### src/rtl/snitch_icache_pkg.sv
// Shared types and default geometry for the instruction-cache miss path.
package snitch_icache_pkg;

   localparam int unsigned DEFAULT_FETCH_AW      = 32;
   localparam int unsigned DEFAULT_LINE_WIDTH    = 128;
   localparam int unsigned DEFAULT_LINE_ALIGN    = 4;
   localparam int unsigned DEFAULT_COUNT_ALIGN   = 6;
   localparam int unsigned DEFAULT_SET_ALIGN     = 1;
   localparam int unsigned DEFAULT_ID_WIDTH      = 4;
   localparam int unsigned DEFAULT_PENDING_COUNT = 2;

   // Line address is the fetch address with the in-line byte offset dropped.
   localparam int unsigned PEND_LINE_WIDTH = DEFAULT_FETCH_AW - DEFAULT_LINE_ALIGN;

   // One outstanding miss: the line it refills, the set chosen as victim at
   // allocation, and the OR of every requester waiting on that line.
   typedef struct packed {
      logic                             valid;
      logic [PEND_LINE_WIDTH-1:0]       line;
      logic [DEFAULT_SET_ALIGN-1:0]     set;
      logic [DEFAULT_ID_WIDTH-1:0]      idmask;
   } pending_t;

endpackage

### src/rtl/snitch_icache_miss_handler_if.sv
// Bus bundle around the miss handler: lookup in, response out, refill
// request/response and lookup write-back. master = miss handler side.
interface snitch_icache_miss_handler_if
   import snitch_icache_pkg::*;
#(
   parameter int unsigned FETCH_AW      = DEFAULT_FETCH_AW,
   parameter int unsigned LINE_WIDTH    = DEFAULT_LINE_WIDTH,
   parameter int unsigned LINE_ALIGN    = DEFAULT_LINE_ALIGN,
   parameter int unsigned COUNT_ALIGN   = DEFAULT_COUNT_ALIGN,
   parameter int unsigned SET_ALIGN     = DEFAULT_SET_ALIGN,
   parameter int unsigned TAG_WIDTH     = FETCH_AW - LINE_ALIGN - COUNT_ALIGN,
   parameter int unsigned ID_WIDTH      = DEFAULT_ID_WIDTH,
   parameter int unsigned PENDING_COUNT = DEFAULT_PENDING_COUNT
);
   localparam int unsigned PID_WIDTH = $clog2(PENDING_COUNT);

   logic                   flush_valid_i;
   logic                   flush_ready_o;

   logic [FETCH_AW-1:0]    in_addr_i;
   logic [ID_WIDTH-1:0]    in_id_i;
   logic [SET_ALIGN-1:0]   in_set_i;
   logic                   in_hit_i;
   logic                   in_error_i;
   logic [LINE_WIDTH-1:0]  in_data_i;
   logic                   in_valid_i;
   logic                   in_ready_o;

   logic [LINE_WIDTH-1:0]  rsp_data_o;
   logic                   rsp_error_o;
   logic [ID_WIDTH-1:0]    rsp_id_o;
   logic                   rsp_valid_o;
   logic                   rsp_ready_i;

   logic [FETCH_AW-1:0]    refill_addr_o;
   logic [PID_WIDTH-1:0]   refill_pid_o;
   logic                   refill_valid_o;
   logic                   refill_ready_i;

   logic [LINE_WIDTH-1:0]  refill_data_i;
   logic                   refill_error_i;
   logic [PID_WIDTH-1:0]   refill_pid_i;
   logic                   refill_valid_i;
   logic                   refill_ready_o;

   logic [COUNT_ALIGN-1:0] write_addr_o;
   logic [SET_ALIGN-1:0]   write_set_o;
   logic [TAG_WIDTH-1:0]   write_tag_o;
   logic [LINE_WIDTH-1:0]  write_data_o;
   logic                   write_error_o;
   logic                   write_valid_o;
   logic                   write_ready_i;

   modport master (
      input  flush_valid_i,
      output flush_ready_o,
      input  in_addr_i, in_id_i, in_set_i, in_hit_i, in_error_i, in_data_i, in_valid_i,
      output in_ready_o,
      output rsp_data_o, rsp_error_o, rsp_id_o, rsp_valid_o,
      input  rsp_ready_i,
      output refill_addr_o, refill_pid_o, refill_valid_o,
      input  refill_ready_i,
      input  refill_data_i, refill_error_i, refill_pid_i, refill_valid_i,
      output refill_ready_o,
      output write_addr_o, write_set_o, write_tag_o, write_data_o, write_error_o, write_valid_o,
      input  write_ready_i
   );

   modport slave (
      output flush_valid_i,
      input  flush_ready_o,
      output in_addr_i, in_id_i, in_set_i, in_hit_i, in_error_i, in_data_i, in_valid_i,
      input  in_ready_o,
      input  rsp_data_o, rsp_error_o, rsp_id_o, rsp_valid_o,
      output rsp_ready_i,
      input  refill_addr_o, refill_pid_o, refill_valid_o,
      output refill_ready_i,
      output refill_data_i, refill_error_i, refill_pid_i, refill_valid_i,
      input  refill_ready_o,
      input  write_addr_o, write_set_o, write_tag_o, write_data_o, write_error_o, write_valid_o,
      output write_ready_i
   );

endinterface

### src/rtl/lzc.sv
// Leading/trailing zero counter. MODE=0 counts trailing zeros (index of the
// lowest set bit), MODE=1 counts leading zeros. cnt_o is 0 when empty_o.
module lzc #(
   parameter  int unsigned WIDTH     = 2,
   parameter  bit          MODE      = 1'b0,
   localparam int unsigned CNT_WIDTH = (WIDTH > 1) ? $clog2(WIDTH) : 1
) (
   input  logic [WIDTH-1:0]     in_i,
   output logic [CNT_WIDTH-1:0] cnt_o,
   output logic                 empty_o
);

   // Priority scan; the last hit in scan order is the one that wins.
   always_comb begin
      cnt_o = '0;
      for (int unsigned i = 0; i < WIDTH; i++) begin
         if (!MODE) begin
            if (in_i[WIDTH-1-i]) cnt_o = CNT_WIDTH'(WIDTH - 1 - i);
         end else begin
            if (in_i[i]) cnt_o = CNT_WIDTH'(WIDTH - 1 - i);
         end
      end
      empty_o = ~|in_i;
   end

endmodule

### src/rtl/snitch_icache_miss_handler.sv
// Miss handler behind the icache lookup: passes hits through, merges misses
// into a small pending table, issues one refill per line and writes the
// returned line back while answering all merged requesters.
module snitch_icache_miss_handler
   import snitch_icache_pkg::*;
#(
   parameter int unsigned FETCH_AW      = DEFAULT_FETCH_AW,
   parameter int unsigned LINE_WIDTH    = DEFAULT_LINE_WIDTH,
   parameter int unsigned LINE_ALIGN    = DEFAULT_LINE_ALIGN,
   parameter int unsigned COUNT_ALIGN   = DEFAULT_COUNT_ALIGN,
   parameter int unsigned SET_ALIGN     = DEFAULT_SET_ALIGN,
   parameter int unsigned TAG_WIDTH     = FETCH_AW - LINE_ALIGN - COUNT_ALIGN,
   parameter int unsigned ID_WIDTH      = DEFAULT_ID_WIDTH,
   parameter int unsigned PENDING_COUNT = DEFAULT_PENDING_COUNT
) (
   input logic                          clk_i,
   input logic                          rst_ni,
   snitch_icache_miss_handler_if.master bus
);

   localparam int unsigned LINE_AW   = FETCH_AW - LINE_ALIGN;
   localparam int unsigned PID_WIDTH = $clog2(PENDING_COUNT);

   pending_t                 pend_q [PENDING_COUNT];
   logic [PENDING_COUNT-1:0] pend_valid;
   logic [SET_ALIGN-1:0]     victim_q;

   logic                     refill_valid_q;
   logic [LINE_AW-1:0]       refill_line_q;
   logic [PID_WIDTH-1:0]     refill_pid_q;

   logic [LINE_AW-1:0]       in_line;
   logic                     match;
   logic [PID_WIDTH-1:0]     match_idx;
   logic [PID_WIDTH-1:0]     free_idx;
   logic                     no_free;
   pending_t                 cpl;

   logic                     complete_en;
   logic                     merge_en;
   logic                     alloc_en;
   logic                     flush_fire;

   logic [LINE_WIDTH-1:0]    rsp_data;
   logic [ID_WIDTH-1:0]      rsp_id;
   logic                     unused_in;

   assign unused_in = ^{bus.in_addr_i[LINE_ALIGN-1:0], bus.in_set_i};

   // Line compare of the incoming address against every live entry.
   always_comb begin
      in_line   = bus.in_addr_i[FETCH_AW-1:LINE_ALIGN];
      match     = 1'b0;
      match_idx = '0;
      for (int unsigned i = 0; i < PENDING_COUNT; i++) begin
         pend_valid[i] = pend_q[i].valid;
         if (pend_q[i].valid && (pend_q[i].line == in_line)) begin
            match     = 1'b1;
            match_idx = PID_WIDTH'(i);
         end
      end
   end

   lzc #(
      .WIDTH (PENDING_COUNT),
      .MODE  (1'b0)
   ) i_free_lzc (
      .in_i    (~pend_valid),
      .cnt_o   (free_idx),
      .empty_o (no_free)
   );

   // Handshake decisions; a returning refill owns the response port outright.
   always_comb begin
      cpl         = pend_q[bus.refill_pid_i];
      complete_en = bus.refill_valid_i && bus.write_ready_i && bus.rsp_ready_i;
      merge_en    = 1'b0;
      alloc_en    = 1'b0;
      bus.in_ready_o = 1'b0;
      if (bus.in_valid_i) begin
         if (bus.in_hit_i) begin
            bus.in_ready_o = !bus.refill_valid_i && bus.rsp_ready_i;
         end else if (match) begin
            // Merging into an entry that is being cleared this edge would lose the ID.
            merge_en       = !(complete_en && (bus.refill_pid_i == match_idx));
            bus.in_ready_o = merge_en;
         end else begin
            alloc_en       = !no_free && !refill_valid_q;
            bus.in_ready_o = alloc_en;
         end
      end
      bus.flush_ready_o = ~|pend_valid && !refill_valid_q;
      flush_fire        = bus.flush_valid_i && bus.flush_ready_o;
   end

   // Response, write-back and refill request drive.
   always_comb begin
      rsp_data        = bus.in_data_i;
      rsp_id          = bus.in_id_i;
      bus.rsp_error_o = bus.in_error_i;
      bus.rsp_valid_o = bus.in_valid_i && bus.in_hit_i;
      if (bus.refill_valid_i) begin
         rsp_data        = bus.refill_data_i;
         rsp_id          = cpl.idmask;
         bus.rsp_error_o = bus.refill_error_i;
         bus.rsp_valid_o = complete_en;
      end
      bus.rsp_data_o     = rsp_data;
      bus.rsp_id_o       = rsp_id;

      bus.refill_ready_o = complete_en;
      bus.write_valid_o  = complete_en;
      bus.write_addr_o   = cpl.line[COUNT_ALIGN-1:0];
      bus.write_tag_o    = TAG_WIDTH'(cpl.line[LINE_AW-1:COUNT_ALIGN]);
      bus.write_set_o    = cpl.set;
      bus.write_data_o   = bus.refill_data_i;
      bus.write_error_o  = bus.refill_error_i;

      bus.refill_valid_o = refill_valid_q;
      bus.refill_addr_o  = {refill_line_q, {LINE_ALIGN{1'b0}}};
      bus.refill_pid_o   = refill_pid_q;
   end

   // Pending table: clear on completion, merge IDs, allocate fresh misses.
   always_ff @(posedge clk_i) begin
      if (!rst_ni) begin
         for (int unsigned i = 0; i < PENDING_COUNT; i++) begin
            pend_q[i] <= '0;
         end
      end else begin
         for (int unsigned i = 0; i < PENDING_COUNT; i++) begin
            if (complete_en && (bus.refill_pid_i == PID_WIDTH'(i))) begin
               pend_q[i].valid <= 1'b0;
            end
            if (merge_en && (match_idx == PID_WIDTH'(i))) begin
               pend_q[i].idmask <= pend_q[i].idmask | bus.in_id_i;
            end
            if (alloc_en && (free_idx == PID_WIDTH'(i))) begin
               pend_q[i] <= '{valid: 1'b1, line: in_line, set: victim_q, idmask: bus.in_id_i};
            end
         end
      end
   end

   // Victim set counter and the outstanding refill request register.
   always_ff @(posedge clk_i) begin
      if (!rst_ni) begin
         victim_q       <= '0;
         refill_valid_q <= 1'b0;
         refill_line_q  <= '0;
         refill_pid_q   <= '0;
      end else begin
         if (flush_fire) begin
            victim_q <= '0;
         end else if (alloc_en) begin
            victim_q <= victim_q + 1'b1;
         end
         if (alloc_en) begin
            refill_valid_q <= 1'b1;
            refill_line_q  <= in_line;
            refill_pid_q   <= free_idx;
         end else if (bus.refill_ready_i) begin
            refill_valid_q <= 1'b0;
         end
      end
   end

   refill_pid_valid_a : assert property (@(posedge clk_i) disable iff (!rst_ni)
      bus.refill_valid_i |-> pend_valid[bus.refill_pid_i]);

endmodule
### src/flat_wrapper.sv
// flat-port wrapper written by rule: the top's interface ports become plain ports
module snitch_icache_miss_handler_flat import snitch_icache_pkg::*;
#(
   parameter int unsigned FETCH_AW      = DEFAULT_FETCH_AW,
   parameter int unsigned LINE_WIDTH    = DEFAULT_LINE_WIDTH,
   parameter int unsigned LINE_ALIGN    = DEFAULT_LINE_ALIGN,
   parameter int unsigned COUNT_ALIGN   = DEFAULT_COUNT_ALIGN,
   parameter int unsigned SET_ALIGN     = DEFAULT_SET_ALIGN,
   parameter int unsigned TAG_WIDTH     = FETCH_AW - LINE_ALIGN - COUNT_ALIGN,
   parameter int unsigned ID_WIDTH      = DEFAULT_ID_WIDTH,
   parameter int unsigned PENDING_COUNT = DEFAULT_PENDING_COUNT
)
  (clk_i, rst_ni, bus_flush_valid_i, bus_flush_ready_o, bus_in_addr_i, bus_in_id_i, bus_in_set_i, bus_in_hit_i, bus_in_error_i, bus_in_data_i, bus_in_valid_i, bus_in_ready_o, bus_rsp_data_o, bus_rsp_error_o, bus_rsp_id_o, bus_rsp_valid_o, bus_rsp_ready_i, bus_refill_addr_o, bus_refill_pid_o, bus_refill_valid_o, bus_refill_ready_i, bus_refill_data_i, bus_refill_error_i, bus_refill_pid_i, bus_refill_valid_i, bus_refill_ready_o, bus_write_addr_o, bus_write_set_o, bus_write_tag_o, bus_write_data_o, bus_write_error_o, bus_write_valid_o, bus_write_ready_i);
  snitch_icache_miss_handler_if #(.FETCH_AW(FETCH_AW), .LINE_WIDTH(LINE_WIDTH), .LINE_ALIGN(LINE_ALIGN), .COUNT_ALIGN(COUNT_ALIGN), .SET_ALIGN(SET_ALIGN), .TAG_WIDTH(TAG_WIDTH), .ID_WIDTH(ID_WIDTH), .PENDING_COUNT(PENDING_COUNT)) bus_i ();
  input logic clk_i;
  input logic rst_ni;
  input wire logic [$bits(bus_i.flush_valid_i)-1:0] bus_flush_valid_i;
  output wire logic [$bits(bus_i.flush_ready_o)-1:0] bus_flush_ready_o;
  input wire logic [$bits(bus_i.in_addr_i)-1:0] bus_in_addr_i;
  input wire logic [$bits(bus_i.in_id_i)-1:0] bus_in_id_i;
  input wire logic [$bits(bus_i.in_set_i)-1:0] bus_in_set_i;
  input wire logic [$bits(bus_i.in_hit_i)-1:0] bus_in_hit_i;
  input wire logic [$bits(bus_i.in_error_i)-1:0] bus_in_error_i;
  input wire logic [$bits(bus_i.in_data_i)-1:0] bus_in_data_i;
  input wire logic [$bits(bus_i.in_valid_i)-1:0] bus_in_valid_i;
  output wire logic [$bits(bus_i.in_ready_o)-1:0] bus_in_ready_o;
  output wire logic [$bits(bus_i.rsp_data_o)-1:0] bus_rsp_data_o;
  output wire logic [$bits(bus_i.rsp_error_o)-1:0] bus_rsp_error_o;
  output wire logic [$bits(bus_i.rsp_id_o)-1:0] bus_rsp_id_o;
  output wire logic [$bits(bus_i.rsp_valid_o)-1:0] bus_rsp_valid_o;
  input wire logic [$bits(bus_i.rsp_ready_i)-1:0] bus_rsp_ready_i;
  output wire logic [$bits(bus_i.refill_addr_o)-1:0] bus_refill_addr_o;
  output wire logic [$bits(bus_i.refill_pid_o)-1:0] bus_refill_pid_o;
  output wire logic [$bits(bus_i.refill_valid_o)-1:0] bus_refill_valid_o;
  input wire logic [$bits(bus_i.refill_ready_i)-1:0] bus_refill_ready_i;
  input wire logic [$bits(bus_i.refill_data_i)-1:0] bus_refill_data_i;
  input wire logic [$bits(bus_i.refill_error_i)-1:0] bus_refill_error_i;
  input wire logic [$bits(bus_i.refill_pid_i)-1:0] bus_refill_pid_i;
  input wire logic [$bits(bus_i.refill_valid_i)-1:0] bus_refill_valid_i;
  output wire logic [$bits(bus_i.refill_ready_o)-1:0] bus_refill_ready_o;
  output wire logic [$bits(bus_i.write_addr_o)-1:0] bus_write_addr_o;
  output wire logic [$bits(bus_i.write_set_o)-1:0] bus_write_set_o;
  output wire logic [$bits(bus_i.write_tag_o)-1:0] bus_write_tag_o;
  output wire logic [$bits(bus_i.write_data_o)-1:0] bus_write_data_o;
  output wire logic [$bits(bus_i.write_error_o)-1:0] bus_write_error_o;
  output wire logic [$bits(bus_i.write_valid_o)-1:0] bus_write_valid_o;
  input wire logic [$bits(bus_i.write_ready_i)-1:0] bus_write_ready_i;
  assign bus_i.flush_valid_i = bus_flush_valid_i;
  assign bus_flush_ready_o = bus_i.flush_ready_o;
  assign bus_i.in_addr_i = bus_in_addr_i;
  assign bus_i.in_id_i = bus_in_id_i;
  assign bus_i.in_set_i = bus_in_set_i;
  assign bus_i.in_hit_i = bus_in_hit_i;
  assign bus_i.in_error_i = bus_in_error_i;
  assign bus_i.in_data_i = bus_in_data_i;
  assign bus_i.in_valid_i = bus_in_valid_i;
  assign bus_in_ready_o = bus_i.in_ready_o;
  assign bus_rsp_data_o = bus_i.rsp_data_o;
  assign bus_rsp_error_o = bus_i.rsp_error_o;
  assign bus_rsp_id_o = bus_i.rsp_id_o;
  assign bus_rsp_valid_o = bus_i.rsp_valid_o;
  assign bus_i.rsp_ready_i = bus_rsp_ready_i;
  assign bus_refill_addr_o = bus_i.refill_addr_o;
  assign bus_refill_pid_o = bus_i.refill_pid_o;
  assign bus_refill_valid_o = bus_i.refill_valid_o;
  assign bus_i.refill_ready_i = bus_refill_ready_i;
  assign bus_i.refill_data_i = bus_refill_data_i;
  assign bus_i.refill_error_i = bus_refill_error_i;
  assign bus_i.refill_pid_i = bus_refill_pid_i;
  assign bus_i.refill_valid_i = bus_refill_valid_i;
  assign bus_refill_ready_o = bus_i.refill_ready_o;
  assign bus_write_addr_o = bus_i.write_addr_o;
  assign bus_write_set_o = bus_i.write_set_o;
  assign bus_write_tag_o = bus_i.write_tag_o;
  assign bus_write_data_o = bus_i.write_data_o;
  assign bus_write_error_o = bus_i.write_error_o;
  assign bus_write_valid_o = bus_i.write_valid_o;
  assign bus_i.write_ready_i = bus_write_ready_i;
  snitch_icache_miss_handler #(.FETCH_AW(FETCH_AW), .LINE_WIDTH(LINE_WIDTH), .LINE_ALIGN(LINE_ALIGN), .COUNT_ALIGN(COUNT_ALIGN), .SET_ALIGN(SET_ALIGN), .TAG_WIDTH(TAG_WIDTH), .ID_WIDTH(ID_WIDTH), .PENDING_COUNT(PENDING_COUNT)) u_core (.clk_i(clk_i), .rst_ni(rst_ni), .bus(bus_i));
endmodule
### config.mk
export PLATFORM = sky130hd
export DESIGN_NAME = snitch_icache_miss_handler_flat
export DESIGN_NICKNAME = d
export VERILOG_FILES = /design/src/rtl/snitch_icache_pkg.sv /design/src/rtl/snitch_icache_miss_handler_if.sv /design/src/rtl/lzc.sv /design/src/rtl/snitch_icache_miss_handler.sv /design/src/flat_wrapper.sv
export SDC_FILE = /design/constraint.sdc
export NUM_CORES = 1
export LEC_CHECK = 0
export ABC_CLOCK_PERIOD_IN_PS = 3700
export CORE_AREA = 4 4 247 249
export CTS_CLUSTER_SIZE = 40
export DETAILED_ROUTE_END_ITERATION = 8
export DIE_AREA = 0 0 251 253
export PLACE_DENSITY = 0.52
export SLEW_MARGIN = 15
export SYNTH_ARGS = -nofsm -noshare
export SYNTH_HDL_FRONTEND = slang
export SYNTH_SLANG_ARGS = --single-unit
export TNS_END_PERCENT = 10
### constraint.sdc
create_clock -name clk_i -period 3.7 [get_ports clk_i]
set_input_delay 0.74 -clock clk_i [delete_from_list [all_inputs] [get_ports clk_i]]
set_output_delay 0.74 -clock clk_i [all_outputs]
set_load 0.05 [all_outputs]
==> run_results.csv <==
group,metric,value,unit
run_status,status,"complete, no violations",
worst_setup_path,ff2ff_path_depth,9,
cts,cts.hold.buffers_added,0,
route,viasPerCell,3.811,
global_routing,grt_use_total,18.45,%
logic_synthesis,yosysMostFrequentCell,"mux2_2",
worst_setup_path,critical_path_buf_inv_count,3,
logic_synthesis,ys_warn_count,0,
worst_setup_path,cp-end-kind,"output pin",
layout,fin_nets,1564,
logic_synthesis,yosysTopAreaCell,"edfxtp_1",
route,wl_per_cell,30.45,µm
global_routing,grt_pass1_vias,8003,
global_routing,grt_pass1_wl,78830,µm
worst_setup_path,cpMaxStageDelayCell,"clkdlybuf4s50_1",
logic_synthesis,ys_seq_elements,99,
worst_setup_path,r2r-end,"u_core.pend_q[0][27]",
cts,cts_tree,"yes",
placement,portBuffers,625,
layout,final-seq-area,2653,µm²
logic_synthesis,avgSynthCellArea,10.28,µm²
timing,drv_slew,0,
job,drv_cap,0,
global_routing,grt-ovfl-total,0,
global_routing,antenna_found_initial,59,
hold_path,hold_class,"reg2reg",
global_routing,grt_max_degree,48,
worst_setup_path,path_cells,"clkdlybuf4s50_1, xnor2_1, nand4_1, nor4_2, nand2_1, o311ai_2, a41oi_2, buf_4, buf_12",
logic_synthesis,synth_commonest_cells,"mux2_2, buf_4, nand2_1",
worst_setup_path,cp_slowest_stage_delay,0.50,ns
power_and_ir_drop,vdd_drop_max,0.2161,mV
logic_synthesis,synthArstFlopShare,0,%
floorplanning,start_util,12.98,%
layout,syn_to_final_growth,95.66,%
logic_synthesis,seq_area_frac_synth,34.83,%
worst_setup_path,crit_type,"in2out",
hold_path,holdPathStages,2,
worst_setup_path,startpoint_type,"primary input",
route,routed_wl,62670,µm
route,ant_nets,0,
logic_synthesis,netlist_area,7616,µm²
timing,fin_crit_sh,99.06,%
route,drc_errors,0,
floorplanning,die_y,253,µm
hold_path,min_to,"u_core.refill_line_q[18]",
worst_setup_path,cp_top_family,"buffers and inverters",
power_and_ir_drop,totalPowerFinal,4.729,mW
cts,cts_buffer_depth,2,
timing,finClkSkew,0.01585,ns
route,drt-initial-drc-count,371,
timing,slew_headroom,46.89,%
worst_setup_path,critPathArrivalTime,2.93,ns
logic_synthesis,synth_edf_count,67,
floorplanning,coreArea,58690,µm²
power_and_ir_drop,p_leak,5.706,nW
layout,final.fill_count,6229,
logic_synthesis,yosys-top-cells-area,"edfxtp_1, mux2_2, buf_4",
placement,gp_congestion,0.9488,
timing,post-route-min-period,3.665,ns
worst_setup_path,crit_path_max_fanout,2,
logic_synthesis,yosysUniqueCellTypes,41,
placement,dp.cells,2019,
power_and_ir_drop,power.density,317.3,nW/µm²
worst_setup_path,cp.required,2.96,ns
placement,hpwl,56550,µm
worst_setup_path,reg2reg_from,"u_core.pend_q[1][10]",
route,drt_pass1_iterations,5,
logic_synthesis,postSynthCellCount,741,
worst_setup_path,reg2reg_slack,1.01,ns
layout,multiInputGateArea,3965,µm²
cts,numClockSinks,99,
route,num_vias,7844,
cts,clock-root-buffer,"clkbuf_16",
cts,h-tree-depth,3,
timing,tightestPinTransition,0.7883,ns
timing,hold_viol,0,
layout,stdcell_count,2058,
timing,setup_viol,0,
layout,final_layout_size_suffix_gt1_share,30.54,%
floorplanning,pin_count,635,
floorplanning,die_w,251,µm
cts,cts_buffers,9,
cts,clk_pin_slew,0.08,ns
hold_path,holdCritStartpoint,"u_core.refill_line_q[18]",
floorplanning,rows,89,
timing,fmaxAchievable,272.8,MHz
logic_synthesis,yosys_most_used_dff,"edfxtp_1",
logic_synthesis,synth_top_area_share,26.42,%
floorplanning,die_area,63500,µm²
cts,clock_latency,0.36,ns
==> metal layers <==
layer	GRT usage (%)	wire (µm)	part of all wire, %
met5	1.504	337	0.54
met3	10.95	7437	12
met2	28.73	28120	45
met4	3.757	1120	1.8
met1	21.98	25660	41
==> logic make-up (layout without fill, tap and decap cells) <==
family,Yosys count,after routing,synth area share (%)
XOR/XNOR,56,56,6.440
flip-flops,99,99,34.83
multiplexers,191,191,27.70
other,1,25,0.04924
AO/OA/AOI/OAI,33,33,2.809
buffers and inverters,183,703,16.05
AND/OR/NAND/NOR,178,178,12.12
==> worst reg2reg max path: cells and delay by family (launching register included) <==
family	cells	cell delay, ns
AND/OR/NAND/NOR	4	1.08
buffers and inverters	3	0.47
flip-flops	1	0.43
AO/OA/AOI/OAI	1	0.30
XOR/XNOR	1	0.16
==> through the flow <==
step | setup WS [ns] | cell area [µm²] | util, % | setup TNS, ns | hold WS, ns
detailed placement | -0.09834 | 14310 | 24.38 | -0.09834 | 0.4502
global placement | -0.08384 | 14310 | 24.38 | -0.08384 | 0.4434
floorplan | 0.3567 | 7627 | - | 0 | 0.4630
global route | -0.04053 | 14870 | 25.34 | -0.04053 | 0.4818
finish | 0.03482 | 14900 | 25.39 | 0 | 0.4575
CTS | 0.001134 | 14670 | 25.00 | 0 | 0.4608
==> placed cells by master, fill, tap and decap left out, types with 3 or more instances in the layout <==
| cell type | n |
|---|---|
| and2_4 | 3 |
| a21boi_0 | 4 |
| inv_1 | 9 |
| nand4_1 | 17 |
| dfxtp_1 | 32 |
| xnor2_4 | 3 |
| and3_1 | 31 |
| mux2_2 | 158 |
| conb_1 | 4 |
| nor2_1 | 6 |
| clkbuf_16 | 9 |
| edfxtp_1 | 67 |
| dlymetal6s2s_1 | 7 |
| nand3_1 | 6 |
| a21oi_1 | 10 |
| diode_2 | 21 |
| xnor2_2 | 14 |
| nand2_1 | 74 |
| buf_4 | 130 |
| and2_1 | 26 |
| nor4_2 | 4 |
| o21ai_0 | 6 |
| buf_12 | 45 |
| clkdlybuf4s50_1 | 494 |
| mux2i_1 | 33 |
| xnor2_1 | 39 |
==> area by class of cell <==
| type | count | share of cell area, % |
|---|---|---|
| Timing Repair Buffer | 678 | 46.47 |
| Multi-Input combinational cell | 462 | 26.61 |
| Sequential cell | 99 | 17.80 |
| Tap cell | 773 | 6.490 |
| Clock buffer | 9 | 1.511 |
| Clock inverter | 7 | 0.5374 |
| Antenna cell | 21 | 0.3526 |
| Inverter | 9 | 0.2267 |
==> sequential cells by signal, indices dropped and copies added (netlist names) <==
signal / cells
u_core.victim_q: 1
u_core.bus.refill_pid_o: 1
u_core.bus.refill_valid_o: 1
u_core.pend_q: 68
u_core.refill_line_q: 28
==> where the power goes <==
| group | internal, mW | switching (mW) |
|---|---|---|
| Sequential | 1.25 | 0.0464 |
| Clock | 0.482 | 0.488 |
| Combinational | 0.976 | 1.49 |
==> worst max-delay path by stage <==
stage,slack (ns),depth (start not counted),startpoint,endpoint
6_report,0.03,9,bus_in_addr_i[12],bus_in_ready_o
5_1_grt,-0.04,9,bus_in_addr_i[12],bus_in_ready_o
4_1_cts,0.001,9,bus_in_addr_i[8],bus_in_ready_o
3_5_place_dp,-0.1,10,bus_in_addr_i[10],bus_in_ready_o
3_3_place_gp,-0.08,11,bus_in_addr_i[16],bus_in_ready_o
2_1_floorplan,0.36,6,bus_refill_valid_i,bus_in_ready_o
==> timing repair <==
item	4_1_cts	5_1_grt
pin swaps	1	4
buffers inserted	0	2
resized for setup	8	26
cloned	0	0
setup endpoints to repair	1	1
Power figures use the tool's default switching activity.
